## config.mk

```make
export PLATFORM = sky130hd
export DESIGN_NAME = rr_arbiter_8
export DESIGN_NICKNAME = d
export VERILOG_FILES = /design/src/rtl/rr_arbiter_8.sv
export SDC_FILE = /design/constraint.sdc
export NUM_CORES = 1
export LEC_CHECK = 0
export CAP_MARGIN = 20
export CORE_ASPECT_RATIO = 1.75
export CORE_MARGIN = 8
export CORE_UTILIZATION = 30
export DETAILED_ROUTE_END_ITERATION = 10
export GPL_TIMING_DRIVEN = 0
export PLACE_DENSITY = 0.45
export SYNTH_ARGS = -nofsm -noshare
export SYNTH_HDL_FRONTEND = slang
export SYNTH_SLANG_ARGS = --single-unit
```

## constraint.sdc

```tcl
create_clock -name clk -period 7.2 [get_ports clk]
set_clock_uncertainty 0.15 [all_clocks]
set_input_delay 1.44 -clock clk [delete_from_list [all_inputs] [get_ports clk]]
set_output_delay 1.44 -clock clk [all_outputs]
set_load 0.01 [all_outputs]
```

## src/rtl/rr_arbiter_8.sv

```systemverilog
// Round-robin arbiter for eight requesters feeding decoder_8_3.select.
// The grant is registered and one-hot. It is held until the owner pulses
// done, or until the optional watchdog forces a release. After each release
// the rotating pointer moves to the port just past the owner, which keeps
// access fair between requesters.
module rr_arbiter_8 #(
    parameter int N       = 8,
    parameter int PTR_W   = 3,
    parameter int TIMEOUT = 0,
    parameter int TO_W    = 16
) (
    input  logic         clk,
    input  logic         rst_n,
    input  logic [N-1:0] req,
    input  logic         done,
    output logic [N-1:0] grant,
    output logic         grant_valid,
    output logic         timeout
);

    typedef enum logic {IDLE, GRANT} state_t;

    // Comparison value for the watchdog. It is clamped to 0 so that the
    // cast stays legal when the watchdog is disabled.
    localparam int TO_LAST = (TIMEOUT > 0) ? TIMEOUT - 1 : 0;

    state_t           state_reg, state_next;
    logic [N-1:0]     grant_reg, grant_next;
    logic [PTR_W-1:0] ptr_reg, ptr_next;
    logic [PTR_W-1:0] owner_idx, owner_nxt;
    logic [TO_W-1:0]  wd_cnt_reg, wd_cnt_next;
    logic             timeout_reg, timeout_next;
    logic             wd_expire;
    logic [N-1:0]     owner_bits [N];

    // Return the first set bit of r, one-hot. The search starts at p and
    // wraps around from N-1 back to 0. The result is 0 when r is 0.
    function automatic logic [N-1:0] pick(input logic [N-1:0] r,
                                          input logic [PTR_W-1:0] p);
        logic [N-1:0] g;
        logic         found;
        int           idx;
        g     = '0;
        found = 1'b0;
        for (int i = 0; i < N; i++) begin
            idx = (int'(p) + i) % N;
            if (!found && r[idx]) begin
                g[idx] = 1'b1;
                found  = 1'b1;
            end
        end
        return g;
    endfunction

    // Each position contributes its index when it holds the grant.
    // The grant is one-hot, so OR-ing these contributions yields the owner.
    genvar gi;
    generate
        for (gi = 0; gi < N; gi++) begin : g_owner
            assign owner_bits[gi] = grant_reg[gi] ? N'(gi) : '0;
        end
    endgenerate

    // Fold the per-port contributions into the owner index.
    always_comb begin
        logic [N-1:0] acc;
        acc = '0;
        for (int i = 0; i < N; i++) begin
            acc = acc | owner_bits[i];
        end
        owner_idx = acc[PTR_W-1:0];
    end

    // The next search starts at the port just after the owner.
    assign owner_nxt = (owner_idx == PTR_W'(N - 1)) ? '0 : owner_idx + 1'b1;

    // The watchdog fires on the last permitted cycle of a grant.
    assign wd_expire = (TIMEOUT > 0) && (wd_cnt_reg == TO_W'(TO_LAST));

    // Next-state logic: wait for a request in IDLE. In GRANT, hand off on
    // done or on watchdog expiry. A done in the same cycle as expiry wins,
    // so timeout is not raised in that case.
    always_comb begin
        state_next   = state_reg;
        grant_next   = grant_reg;
        ptr_next     = ptr_reg;
        wd_cnt_next  = wd_cnt_reg;
        timeout_next = 1'b0;
        case (state_reg)
            IDLE: begin
                if (req != '0) begin
                    grant_next  = pick(req, ptr_reg);
                    state_next  = GRANT;
                    wd_cnt_next = '0;
                end
            end
            GRANT: begin
                if (done || wd_expire) begin
                    ptr_next     = owner_nxt;
                    grant_next   = pick(req, owner_nxt);
                    wd_cnt_next  = '0;
                    timeout_next = !done;
                    if (grant_next == '0) begin
                        state_next = IDLE;
                    end
                end else begin
                    wd_cnt_next = wd_cnt_reg + 1'b1;
                end
            end
            default: begin
                state_next = IDLE;
                grant_next = '0;
            end
        endcase
    end

    // State registers. Reset is asynchronous, so a grant is dropped at once.
    always_ff @(posedge clk or negedge rst_n) begin
        if (!rst_n) begin
            state_reg   <= IDLE;
            grant_reg   <= '0;
            ptr_reg     <= '0;
            wd_cnt_reg  <= '0;
            timeout_reg <= 1'b0;
        end else begin
            state_reg   <= state_next;
            grant_reg   <= grant_next;
            ptr_reg     <= ptr_next;
            wd_cnt_reg  <= wd_cnt_next;
            timeout_reg <= timeout_next;
        end
    end

    assign grant       = grant_reg;
    assign grant_valid = (state_reg == GRANT);
    assign timeout     = timeout_reg;

endmodule

```

==> flow_summary_export.csv <==
group,metric,value,unit
run_status,status,"completed",
placed_design,place_ws,1.49,ns
yosys,ys_ff_latch,12,
die,start_util,30.6,%
critical_path,worstSetupPathType,"reg -> reg",
yosys,yosys-top-cells-area,"mux4_2 (15%), dfrtp_1 (12%), mux2i_1 (10%)",
placed_design,placed_area,2640,um^2
global_route,grtUsageTotal,13.8,%
timing,setup_violations,0,
finish,largest_reg_flops,8,
finish,final_area,2730,um^2
critical_path,worstPathRequired,7.16,ns
worst_hold_path,worstHoldPathType,"reg -> reg",
timing,finalWorstSetupSlack,1.50,ns
finish,syn2layout_area_growth,13.4,%
placed_design,gp_congestion,0.820,
global_route,grt_pass1_vias,2372,
timing,worst_pin_slew,0.757,ns
die,die_h,134,um
critical_path,path_max_fanout,11,
critical_path,end_kind,"register",
clock_tree,cts_root_buf,"clkbuf_16",
timing,rsz0062_at_grt,"no",
timing,setup_tns,0,ns
yosys,synthesis.area,2400,um^2
drt,antenna_left,0,
global_route,antenna_found_initial,0,
drt,drt_iter0_drc,89,
critical_path,crit_arrival,5.65,ns
global_route,gr-total-overflow,0,
clock_tree,cts.repair.resized,0,
clock_tree,cts_tree,"built",
timing,final_hold_viol_count,0,
drt,wl_per_cell,20.4,um
yosys,syn_nets,309,
clock_tree,cts_setup_buffers,0,
clock_tree,clk_latency,0.24,ns
yosys,synth_edf_count,0,
finish,num-nets-final,326,
yosys,synth_cell_types,65,
yosys,yosysWarnings,0,
timing,relSlewSlack,48.9,%
global_route,grt_start_max_net_pins,13,
clock_tree,cts.sinks,12,
yosys,synth_top_cell_area_share,15.0,%
timing,period_needed,5.70,ns
clock_tree,cts.clk_slew.worst_paths,0.04,ns
clock_tree,cts_made_buffers,3,
timing,holdWs,0.333,ns
drt,drc_errors,0,
placed_design,io_buffer_count,12,
global_route,grt_pass1_wl,12600,um
timing,min_period_over_period,79.1,%
critical_path,cp_slowest_cell,"or4_4",
timing,fmax,0.176,GHz
critical_path,slowest_delay,0.54,ns
yosys,yosysTopAreaCell,"mux4_2",
critical_path,crit_chain,"or4_4 > buf_6 > clkbuf_1 > ha_1 > buf_2 > clkbuf_1 > inv_2 > ha_1 > mux4_2 > o21ai_2 > o21ai_0 > a31o_1 > or4_1 > nor4_1 > a21oi_1",
die,design.core.area,7860,um^2
finish,fill_cells,856,
yosys,ys.flop_type,"dfrtp_1",
die,dieArea,11200,um^2
die,die_x,83.7,um
finish,antenna_cells,0,
yosys,synthCells,285,
drt,first_pass_iters,4,
placed_design,hpwl,6470,um
finish,layout-drive-gt1-share,15.6,%
run,maxCapViolCount,0,
yosys,avgSynthCellArea,8.43,um^2
die,top_level_ports,21,
yosys,synthArstFlopShare,100,%
timing,maxSlewViolCount,0,
clock_tree,htreeDepth,1,
yosys,yosysSeqAreaShare,12.5,%
drt,finalWirelength,7960,um
die,rows,43,
critical_path,critPathLaunchType,"register",
drt,viasPerCell,6.07,
drt,vias,2374,
clock_tree,postCtsHoldBufs,0,
clock_tree,cts_buffer_depth,2,
-- routing by layer --
metal / global-route usage [%] / share of wire [%]
met5: 0 / 0
met4: 6.85 / 4.6
met2: 28.6 / 59
met1: 12.8 / 35
met3: 0.729 / 1.7
-- cells in the final DEF (no fill, tap or decap), drive strengths merged, types with 3 or more instances in the layout --
cell type and n:
o22ai 3, a221o 3, nor3 7, or2 3, nand2 41, o211ai 6, nor2 10, nor4 7
clkbuf 18, mux4 16, dfrtp 12, xnor2 3, mux2i 24, o21bai 3, nand3 4, mux2 7
inv 10, o21ai 17, o2111ai 4, clkdlybuf4s50 12, a21oi 11, or4 3, buf 8, xor2 5
a31oi 3, and2 4, o32ai 3, nand4 3, ha 13
-- cell type report --
type	count	area [um^2]	area share, %
plain buffers	22	118	4.32
clock buffers	4	88.8	3.26
inverters	12	50.0	1.84
multi-input cells	239	1940	71.0
flip-flops and latches	12	300	11.0
well taps	90	113	4.13
repair buffers	12	120	4.41
-- stage by stage --
stage               utilization [%]  cells
CTS                            34.7    391
detailed placement             33.6    387
global route                   34.7    391
floorplan                         -    285
global placement               33.6    387
finish                         34.7    391
-- final timing paths --
check | start | to | slack [ns] | cells after the start
setup / recovery | grant[3] | grant_valid | 1.50 | 15
max in group asynchronous | rst_n | ptr_reg[2] | 5.12 | 1
hold / removal | grant[0] | grant[0] | 0.33 | 2
min in group asynchronous | rst_n | grant[3] | 1.41 | 1
setup reg to reg | grant[3] | grant_valid | 1.50 | 15
hold reg to reg | grant[0] | grant[0] | 0.33 | 2
-- Yosys cell counts (all sizes together), types with 3 or more instances --
| cell | count |
|---|---|
| o22ai | 3 |
| clkbuf | 14 |
| o2111ai | 4 |
| mux2 | 7 |
| o21ai | 17 |
| buf | 8 |
| xnor2 | 3 |
| a21oi | 11 |
| mux2i | 24 |
| a31oi | 3 |
| xor2 | 5 |
| nand4 | 3 |
| nand2 | 41 |
| mux4 | 16 |
| nor2 | 10 |
| o211ai | 6 |
| o21bai | 3 |
| and2 | 4 |
| nor3 | 7 |
| a221o | 3 |
| dfrtp | 12 |
| inv | 10 |
| o32ai | 3 |
| ha | 13 |
| or2 | 3 |
| nand3 | 4 |
| nor4 | 7 |
| or4 | 3 |
-- worst max-delay path: cells and delay by family (launching register included) --
family                     cells  cell delay, ns
buffers and inverters          5            1.54
and+or+nand+nor                3            1.34
adders and majority gates      2            0.95
AOI/OAI and AO/OA              4            0.77
DFF                            1            0.40
muxes                          1            0.38
-- cell families after synthesis --
kind of cell	Yosys count	synth area share (%)
and+or+nand+nor	92	19.2
adders and majority gates	13	6.77
DFF	12	12.5
AOI/OAI and AO/OA	78	23.2
other	1	0.156
buffers and inverters	34	6.98
muxes	47	28.3
xor gates and xnor gates	8	2.92
Power is not shown: default switching activity piles up to over one toggle a cycle in this logic, so the estimate is an artifact.
